[src/rtl/dp_sequencer.sv]
`default_nettype none
// ============================================================================
//  Module      : dp_sequencer
//  Description : Upstream sequencer for the altitude/battery datapath. Takes
//                one sensor sample per valid/ready handshake, drives it onto
//                the datapath operands, issues the altitude then battery
//                evaluation and returns both results as one output record.
//  Revision    : 1.0 - initial release
// ============================================================================
module dp_sequencer #(
    parameter int DP_LATENCY = 2,
    parameter int CNT_W      = 16
) (
    input  logic              clk,
    input  logic              rst,
    input  logic              s_valid,
    output logic              s_ready,
    input  logic [7:0]        s_x1,
    input  logic [7:0]        s_x2,
    input  logic [7:0]        s_v,
    input  logic [7:0]        s_t,
    input  logic [7:0]        s_c,
    output logic [7:0]        dp_x1,
    output logic [7:0]        dp_x2,
    output logic [7:0]        dp_v,
    output logic [7:0]        dp_t,
    output logic [7:0]        dp_c,
    output logic              dp_sel_eq,
    input  logic [15:0]       dp_result_a,
    input  logic [15:0]       dp_result_b,
    output logic              m_valid,
    input  logic              m_ready,
    output logic [15:0]       m_alt,
    output logic [15:0]       m_bat,
    output logic              busy,
    output logic [CNT_W-1:0]  sample_cnt
);

    // Issue counter only has to reach DP_LATENCY+1.
    localparam int                c_CW    = $clog2(DP_LATENCY + 2);
    localparam logic [c_CW-1:0]   c_CAP_A = c_CW'(DP_LATENCY);
    localparam logic [c_CW-1:0]   c_CAP_B = c_CW'(DP_LATENCY + 1);

    typedef enum logic [2:0] {
        S_IDLE = 3'd0,
        S_ALT  = 3'd1,
        S_BAT  = 3'd2,
        S_WAIT = 3'd3,
        S_OUT  = 3'd4
    } state_t;

    state_t             r_state;
    state_t             w_next;
    logic [c_CW-1:0]    r_cnt;
    logic [7:0]         r_x1, r_x2, r_v, r_t, r_c;
    logic [15:0]        r_alt, r_bat;
    logic [CNT_W-1:0]   r_sample_cnt;
    logic               w_accept;
    logic               w_done;

    assign w_accept = (r_state == S_IDLE) && s_valid;
    assign w_done   = (r_state == S_OUT) && m_ready;

    // State register.
    always_ff @(posedge clk or posedge rst) begin
        if (rst) begin
            r_state <= S_IDLE;
        end else begin
            r_state <= w_next;
        end
    end

    // Next-state and state-decoded handshake/control outputs.
    always_comb begin
        w_next    = r_state;
        s_ready   = 1'b0;
        busy      = 1'b1;
        dp_sel_eq = 1'b0;
        m_valid   = 1'b0;
        case (r_state)
            S_IDLE: begin
                s_ready = 1'b1;
                busy    = 1'b0;
                if (s_valid) begin
                    w_next = S_ALT;
                end
            end
            S_ALT: begin
                w_next = S_BAT;
            end
            S_BAT: begin
                dp_sel_eq = 1'b1;
                w_next    = S_WAIT;
            end
            S_WAIT: begin
                if (r_cnt == c_CAP_B) begin
                    w_next = S_OUT;
                end
            end
            S_OUT: begin
                m_valid = 1'b1;
                if (m_ready) begin
                    w_next = S_IDLE;
                end
            end
            default: begin
                w_next = S_IDLE;
            end
        endcase
    end

    // Operand latch, issue counter and result capture; the counter starts at
    // zero in ALT so r_cnt equals the cycles elapsed since the altitude issue.
    always_ff @(posedge clk or posedge rst) begin
        if (rst) begin
            r_cnt <= '0;
            r_x1  <= '0;
            r_x2  <= '0;
            r_v   <= '0;
            r_t   <= '0;
            r_c   <= '0;
            r_alt <= '0;
            r_bat <= '0;
        end else begin
            if (w_accept) begin
                r_x1  <= s_x1;
                r_x2  <= s_x2;
                r_v   <= s_v;
                r_t   <= s_t;
                r_c   <= s_c;
                r_cnt <= '0;
            end else if ((r_state == S_ALT) || (r_state == S_BAT) || (r_state == S_WAIT)) begin
                r_cnt <= r_cnt + c_CW'(1);
            end
            if (((r_state == S_BAT) || (r_state == S_WAIT)) && (r_cnt == c_CAP_A)) begin
                r_alt <= dp_result_a;
            end
            if ((r_state == S_WAIT) && (r_cnt == c_CAP_B)) begin
                r_bat <= dp_result_b;
            end
        end
    end

    // Completed-record counter, wraps naturally.
    always_ff @(posedge clk or posedge rst) begin
        if (rst) begin
            r_sample_cnt <= '0;
        end else if (w_done) begin
            r_sample_cnt <= r_sample_cnt + CNT_W'(1);
        end
    end

    assign dp_x1      = r_x1;
    assign dp_x2      = r_x2;
    assign dp_v       = r_v;
    assign dp_t       = r_t;
    assign dp_c       = r_c;
    assign m_alt      = r_alt;
    assign m_bat      = r_bat;
    assign sample_cnt = r_sample_cnt;

endmodule
`default_nettype wire

[config.mk]
export PLATFORM = sky130hd
export DESIGN_NAME = dp_sequencer
export DESIGN_NICKNAME = d
export VERILOG_FILES = /design/src/rtl/dp_sequencer.sv
export SDC_FILE = /design/constraint.sdc
export NUM_CORES = 1
export LEC_CHECK = 0
export BUFFER_PORTS_ARGS = -buffer_cell sky130_fd_sc_hd__buf_4
export CORE_ASPECT_RATIO = 0.9
export CORE_MARGIN = 5
export CORE_UTILIZATION = 50
export CTS_CLUSTER_SIZE = 40
export DETAILED_ROUTE_END_ITERATION = 10
export PLACE_DENSITY = 0.83
export SKIP_LAST_GASP = 1
export SLEW_MARGIN = 20
export SYNTH_ARGS = -nofsm -noshare
export SYNTH_HDL_FRONTEND = slang
export SYNTH_SLANG_ARGS = --single-unit
[constraint.sdc]
create_clock -name clk -period 7.9 [get_ports clk]
set_clock_uncertainty 0.15 [all_clocks]
set_input_delay 0 -clock clk [delete_from_list [all_inputs] [get_ports clk]]
set_output_delay 0 -clock clk [all_outputs]
set_load 0.005 [all_outputs]
==> impl_results.md, run 1 <==
- Vert. Die Dim: 91.2 um
- Hold depth: 3
- Data required time of the worst path: 7.97 ns
- Initial antenna violation count: 0
- Clk buf depth: 2
- Slew HR: 38.7%
- R2R setup slack: 5.52 ns
- CP cell instances: nor3_1 > and2_2 > mux2_1
- Hold WS: 0.260 ns
- Worst Setup Path Type: register to register
- Fin. Hold Viols: 0
- Routability Congestion: 0.755
- Multi-input combinational cell area: 0.00128 sq mm
- Crit path buf inv count: 0
- Chip width: 100 um
- DR WL/cell: 18.5 um
- Max Fanout on Critical Path: 40
- Final core utilization: 83.9%
- Fin crit share: 30.1%
- Netlist Area Pre-Place: 0.00367 sq mm
- CTS tree: yes
- Max-slew violation count: 0
- CTS root buf: clkbuf_8
- Hold EP: dp_x2[5]
- Synth Net Count: 320
- Remaining DRCs: 0
- Die area: 0.00915 sq mm
- TritonCTS sink count: 93
- P&R area growth vs syn: 62.8%
- Post-CTS setup buffers: 0
- PwrDens: 313 mW/mm^2
- Top cell type's share of synthesized area: 63.5%
- Yosys cell types: 29
- Fill cell count: 376
- Worst-path clk slew: 0.09 ns
- Core area: 0.00711 sq mm
- Row cnt: 29
- Routed WL: 10.8 mm
- Starting density of the core: 51.5%
- Synth top area cells: dfrtp_1 63%, mux2_1 13%, mux2_2 9.5%
- Vias in the first global route: 3182
- Syn avg cell area: 15.2 sq um
- Hold WC Path Type: input pin to register
- # nets final: 566
- Critical Path Max Stage Delay: 0.82 ns
- Worst reg2reg path endpoint: dp_c[1]
- Max cap viols: 0
- Highest clock rate: 420 MHz
- Synthesized instance count: 241
- Via count: 2924
- I/O Buffers: 167
- Setup TNS: 0 ns
- Total GRT Usage: 23.6%
- Seq/Total Area, Yosys: 63.5%
- Worst-skew pair later-pin latency: 0.35 ns
- Arr. time, crit path: 2.45 ns
- Setup violators final: 0
- Layout cells sized above 1: 45.5%
- Worst reg2reg path startpoint: r_state[0]
- Peak VDD IR: 218 uV
- Kind of end point of the critical path: register
- Yosys warning count: 0
- Synth area leader: dfrtp_1
- Io pins: 168
- HP Start: s_x2[5]
- Status: finished clean
- Pwr Total: 1.87 mW
- CP top delay family: simple AND/OR/NAND/NOR gates
- First-pass GRT wire length: 16.8 mm
- Critical-path top delay cell: and2_2
- Worst Tran Pin Value: 0.920 ns
- Storage element area: 0.00233 sq mm
- Reg2Reg Depth: 3
- 1st-pass router iterations: 4
- H-tree Lvls: 3
- Post-DRT Antenna Nets: 0
- Synth Register Bits: 93
- Number of buffers created by CTS: 9
- Crit path launch type: register
- RSZ-0062 raised after global routing: no
- Post-cts sizing count: 0
- Post-DP HPWL: 6.53 mm
- Largest net degree at the start of global routing: 94
- Fin crit period: 2.38 ns
- Congestion Overflow GR: 0
- DRT iter0 DRCs: 84
- Via density: 4.98
- Pleak: 2.90 nW
registers in the layout, summed over array words and instances, names as in the netlist:
signal and flops:
dp_v 8, m_bat 16, r_state 3, r_cnt 2, m_alt 16, dp_x1 8
dp_t 8, dp_c 8, dp_x2 8, sample_cnt 16
cells in the mapped netlist:
master      n
clkbuf_1    1
nor3_2      1
xor2_1      8
nand3_2     2
or3b_4      1
and3_1      2
a31oi_1     1
nand3_1     5
nor2_1      3
buf_4       4
o21bai_1    1
nor4_4      1
xnor2_1     7
mux2_1     42
nand2_1     6
inv_2       1
nor3_1      4
o21ai_0     5
nor2b_1     3
nand4_1     5
a21oi_1     1
and2_1      2
buf_2       3
dfrtp_1    93
ha_1        3
inv_1       3
nand4bb_1   1
nor4_2      1
mux2_2     31
per-stage QoR:
step / instance area [sq um] / worst slack [ns] / instances
after detailed placement: 5000 / 5.58 / 494
final: 5970 / 5.52 / 587
after global routing: 5960 / 5.37 / 585
after CTS: 5960 / 5.56 / 585
after global placement: 5000 / 5.67 / 494
after floorplan: 3670 / 5.33 / 241
worst max-delay path by stage:
stage                from      end  cells after the start
2_1_floorplan         rst  dp_c[0]                      1
3_3_place_gp   r_state[0]  dp_c[2]                      3
3_5_place_dp   r_state[0]  dp_c[3]                      3
4_1_cts        r_state[0]  dp_c[3]                      3
5_1_grt        r_state[0]  dp_c[1]                      3
6_report       r_state[0]  dp_c[1]                      3
repair_timing:
action,in CTS,in global routing
endpoints found under the hold margin,177,0
hold buffers,75,0
endpoints found under the setup margin,0,0
area by class of cell:
type	count	share of cell area, %
Antenna cell	2	0.0839
Multi-Input combinational cell	136	21.4
Clock inverter	5	0.986
Sequential cell	93	39.0
Inverter	4	0.273
Clock buffer	11	2.54
Tap cell	93	1.95
Timing Repair Buffer	243	33.8
cells in the final DEF, fill, tap and decap left out:
cell type / instances
a21oi_1: 1
dlygate4sd3_1: 75
nor2_1: 3
clkbuf_8: 11
nor3_1: 4
nand2_1: 6
clkinv_2: 2
or3b_4: 1
o21bai_1: 1
nor3_2: 1
nand3_2: 2
and3_1: 2
inv_2: 1
xor2_1: 8
buf_6: 1
o21ai_0: 5
inv_1: 2
nor4_4: 1
nand4bb_1: 1
buf_4: 167
mux2_1: 42
mux2_2: 31
a31oi_1: 1
ha_1: 3
nor2b_1: 3
bufinv_16: 1
nor4_2: 1
clkinv_4: 1
nand3_1: 5
xnor2_1: 7
dfrtp_1: 93
clkinvlp_4: 2
diode_2: 2
and2_2: 1
nand4_1: 5
and2_1: 1
power breakdown:
group / switching (mW) / internal [mW]
sequential: 0.137 / 0.681
clock: 0.163 / 0.164
combinational: 0.266 / 0.457
total: 0.565 / 1.30
per-layer routing:
layer  vias to the layer above  wire length [um]  global-route usage, %
li1                       1337                 -                      -
met1                      1453              3990                   26.9
met2                       122              5890                   42.5
met3                        12               837                   7.59
met4                         0               133                   5.95
met5                         -                 0                      0
worst min-delay path: stages:
cell	delay [ns]
dlygate4sd3_1	0.52
buf_4	0.09
mux2_1	0.11
logic make-up (layout without fill, tap and decap cells):
group / after synthesis / in the layout / share of synthesized area (%)
compound gates: 8 / 8 / 1.19
xor+xnor: 15 / 15 / 3.58
fa+ha+maj: 3 / 3 / 1.02
buf+inv: 12 / 263 / 1.74
flops: 93 / 93 / 63.5
mux: 73 / 73 / 22.4
other cells: 0 / 2 / 0
simple gates: 37 / 37 / 6.55
Note: power is estimated with default switching activity, not from simulation.
==> run 2: changes to the inputs <==
--- a/config.mk
+++ b/config.mk
@@ -8,10 +8,10 @@
 export BUFFER_PORTS_ARGS = -buffer_cell sky130_fd_sc_hd__buf_4
 export CORE_ASPECT_RATIO = 0.9
 export CORE_MARGIN = 5
-export CORE_UTILIZATION = 50
+export CORE_UTILIZATION = 46
 export CTS_CLUSTER_SIZE = 40
 export DETAILED_ROUTE_END_ITERATION = 10
-export PLACE_DENSITY = 0.83
+export PLACE_DENSITY = 0.77
 export SKIP_LAST_GASP = 1
 export SLEW_MARGIN = 20
 export SYNTH_ARGS = -nofsm -noshare
==> constraint.sdc (replaced) <==
create_clock -name clk -period 2.22 [get_ports clk]
set_clock_uncertainty 0.15 [all_clocks]
set_input_delay 0 -clock clk [delete_from_list [all_inputs] [get_ports clk]]
set_output_delay 0 -clock clk [all_outputs]
set_load 0.005 [all_outputs]
==> run 2 against run 1 <==
Against the previous run: via count down 3.1%; first-iteration DRC count down 14%; power rose to 3.6 times the previous value; maximum frequency up 17%; die area up 7.8%; design area up 0.86%; global-route usage down 2.8 points; combinational power rose to 3.5 times the previous value; worst hold slack worse by 0.065 ns; register-to-register slack worse by 5.3 ns; largest cell class unchanged; cell count up 0.34%; critical endpoint is now dp_c[2]; clock power rose to 3.8 times the previous value.
==> impl_results.md, run 2 (synthesized netlist as in run 1, its figures left out) <==
- # nets final: 568
- TritonCTS sink count: 93
- Initial antenna violation count: 0
- Vias in the first global route: 3043
- Routability Congestion: 0.803
- Chip width: 104 um
- Slew HR: 67.2%
- Number of buffers created by CTS: 9
- Fin crit period: 2.03 ns
- Post-CTS setup buffers: 0
- Worst reg2reg path endpoint: dp_c[2]
- CP top delay family: simple AND/OR/NAND/NOR gates
- Total GRT Usage: 20.8%
- CP cell instances: nor3_1 > and2_2 > buf_12 > mux2_1
- Number of diodes: 0
- PwrDens: 1110 mW/mm^2
- First-pass GRT wire length: 16.3 mm
- 1st-pass router iterations: 4
- P&R area growth vs syn: 64.2%
- Post-DP HPWL: 6.56 mm
- Setup violators final: 0
- R2R setup slack: 0.19 ns
- Worst-skew pair later-pin latency: 0.35 ns
- Data required time of the worst path: 2.29 ns
- Remaining DRCs: 0
- Hold_buf cts: 75
- Worst reg2reg path startpoint: r_state[0]
- Status: finished clean
- Via count: 2833
- Reg2Reg Depth: 4
- Worst Setup Path Type: register to register
- Hold WC Path Type: input pin to async pin
- Post-DRT Antenna Nets: 0
- I/O Buffers: 167
- Max cap viols: 0
- Vert. Die Dim: 94.7 um
- Max Fanout on Critical Path: 40
- Highest clock rate: 492 MHz
- Clk buf depth: 2
- Fin. Hold Viols: 0
- Post-cts sizing count: 0
- Pleak: 2.92 nW
- Core area: 0.00766 sq mm
- Fill cell count: 443
- Arr. time, crit path: 2.10 ns
- Max-slew violation count: 0
- Most frequent cells in the layout: 168 x buf_4, 93 x dfrtp_1, 75 x dlygate4sd3_1
- Congestion Overflow GR: 0
- Routed WL: 10.0 mm
- Commonest non-fill, non-tap cell in the layout: buf_4
- CTS root buf: clkbuf_8
- Largest net degree at the start of global routing: 94
- Peak VDD IR: 704 uV
- Worst-path clk slew: 0.09 ns
- Crit path buf inv count: 1
- DRT iter0 DRCs: 72
- Starting density of the core: 47.9%
- DR WL/cell: 17.0 um
- Setup TNS: 0 ns
- Fin crit share: 91.5%
- Io pins: 168
- Row cnt: 30
- Crit path launch type: register
- Die area: 0.00986 sq mm
- Kind of end point of the critical path: register
- Critical Path Max Stage Delay: 0.49 ns
- Worst Tran Pin Value: 0.493 ns
- H-tree Lvls: 3
- Via density: 4.81
- Layout cells sized above 1: 45.4%
- RSZ-0062 raised after global routing: no
- Critical-path top delay cell: dfrtp_1
- CTS tree: yes
- Pwr Total: 6.67 mW
## run 2: routing by layer
metal  up-vias  part of all wire [%]  global-route usage [%]
met5         -                     0                       0
met4         0                   1.0                    4.96
met3         9                   7.5                    7.52
met2       121                    52                    36.0
met1      1370                    40                    25.1
li1       1333                     -                       -
## run 2: layout make-up
cell class / count / area, sq um / area share, %
Sequential cell: 93 / 2330 / 38.7
Multi-Input combinational cell: 136 / 1280 / 21.2
Tap cell: 96 / 120 / 2.00
Clock inverter: 3 / 68.8 / 1.14
Timing Repair Buffer: 245 / 2050 / 34.1
Inverter: 4 / 18.8 / 0.312
Clock buffer: 12 / 155 / 2.58
## run 2: worst max-delay path by stage
| stage | from | end | slack [ns] | cells after the start |
|---|---|---|---|---|
| floorplan | r_state[0] | dp_c[0] | 0.35 | 6 |
| global placement | r_state[0] | dp_c[1] | 0.31 | 4 |
| detailed placement | r_state[0] | dp_c[7] | 0.22 | 4 |
| CTS | r_state[0] | dp_c[7] | 0.21 | 4 |
| global route | r_state[0] | dp_c[2] | 0.02 | 4 |
| finish | r_state[0] | dp_c[2] | 0.19 | 4 |
## run 2: power breakdown
group	switching [mW]	internal, mW	total [mW]	leakage, nW
logic	0.920	1.64	2.56	1.67
registers	0.443	2.42	2.87	1.14
clock network	0.549	0.693	1.24	0.113
## run 2: through the flow
step / hold slack, ns / util [%] / worst slack [ns] / area (sq um) / std cells
floorplan: -0.0416 / - / 0.352 / 3670 / 241
global placement: 0.0359 / 65.9 / 0.305 / 5040 / 499
detailed placement: 0.0360 / 65.9 / 0.222 / 5040 / 499
CTS: 0.214 / 78.6 / 0.208 / 6020 / 589
global route: 0.242 / 78.6 / 0.0185 / 6020 / 589
finish: 0.195 / 78.6 / 0.188 / 6020 / 589
## run 2: worst register-to-register path: cells and delay by family, from the launching register on
family / cells / cell delay (ns)
AND/OR/NAND/NOR: 2 / 0.64
flip-flops: 1 / 0.49
multiplexers: 1 / 0.39
buffers and inverters: 1 / 0.23
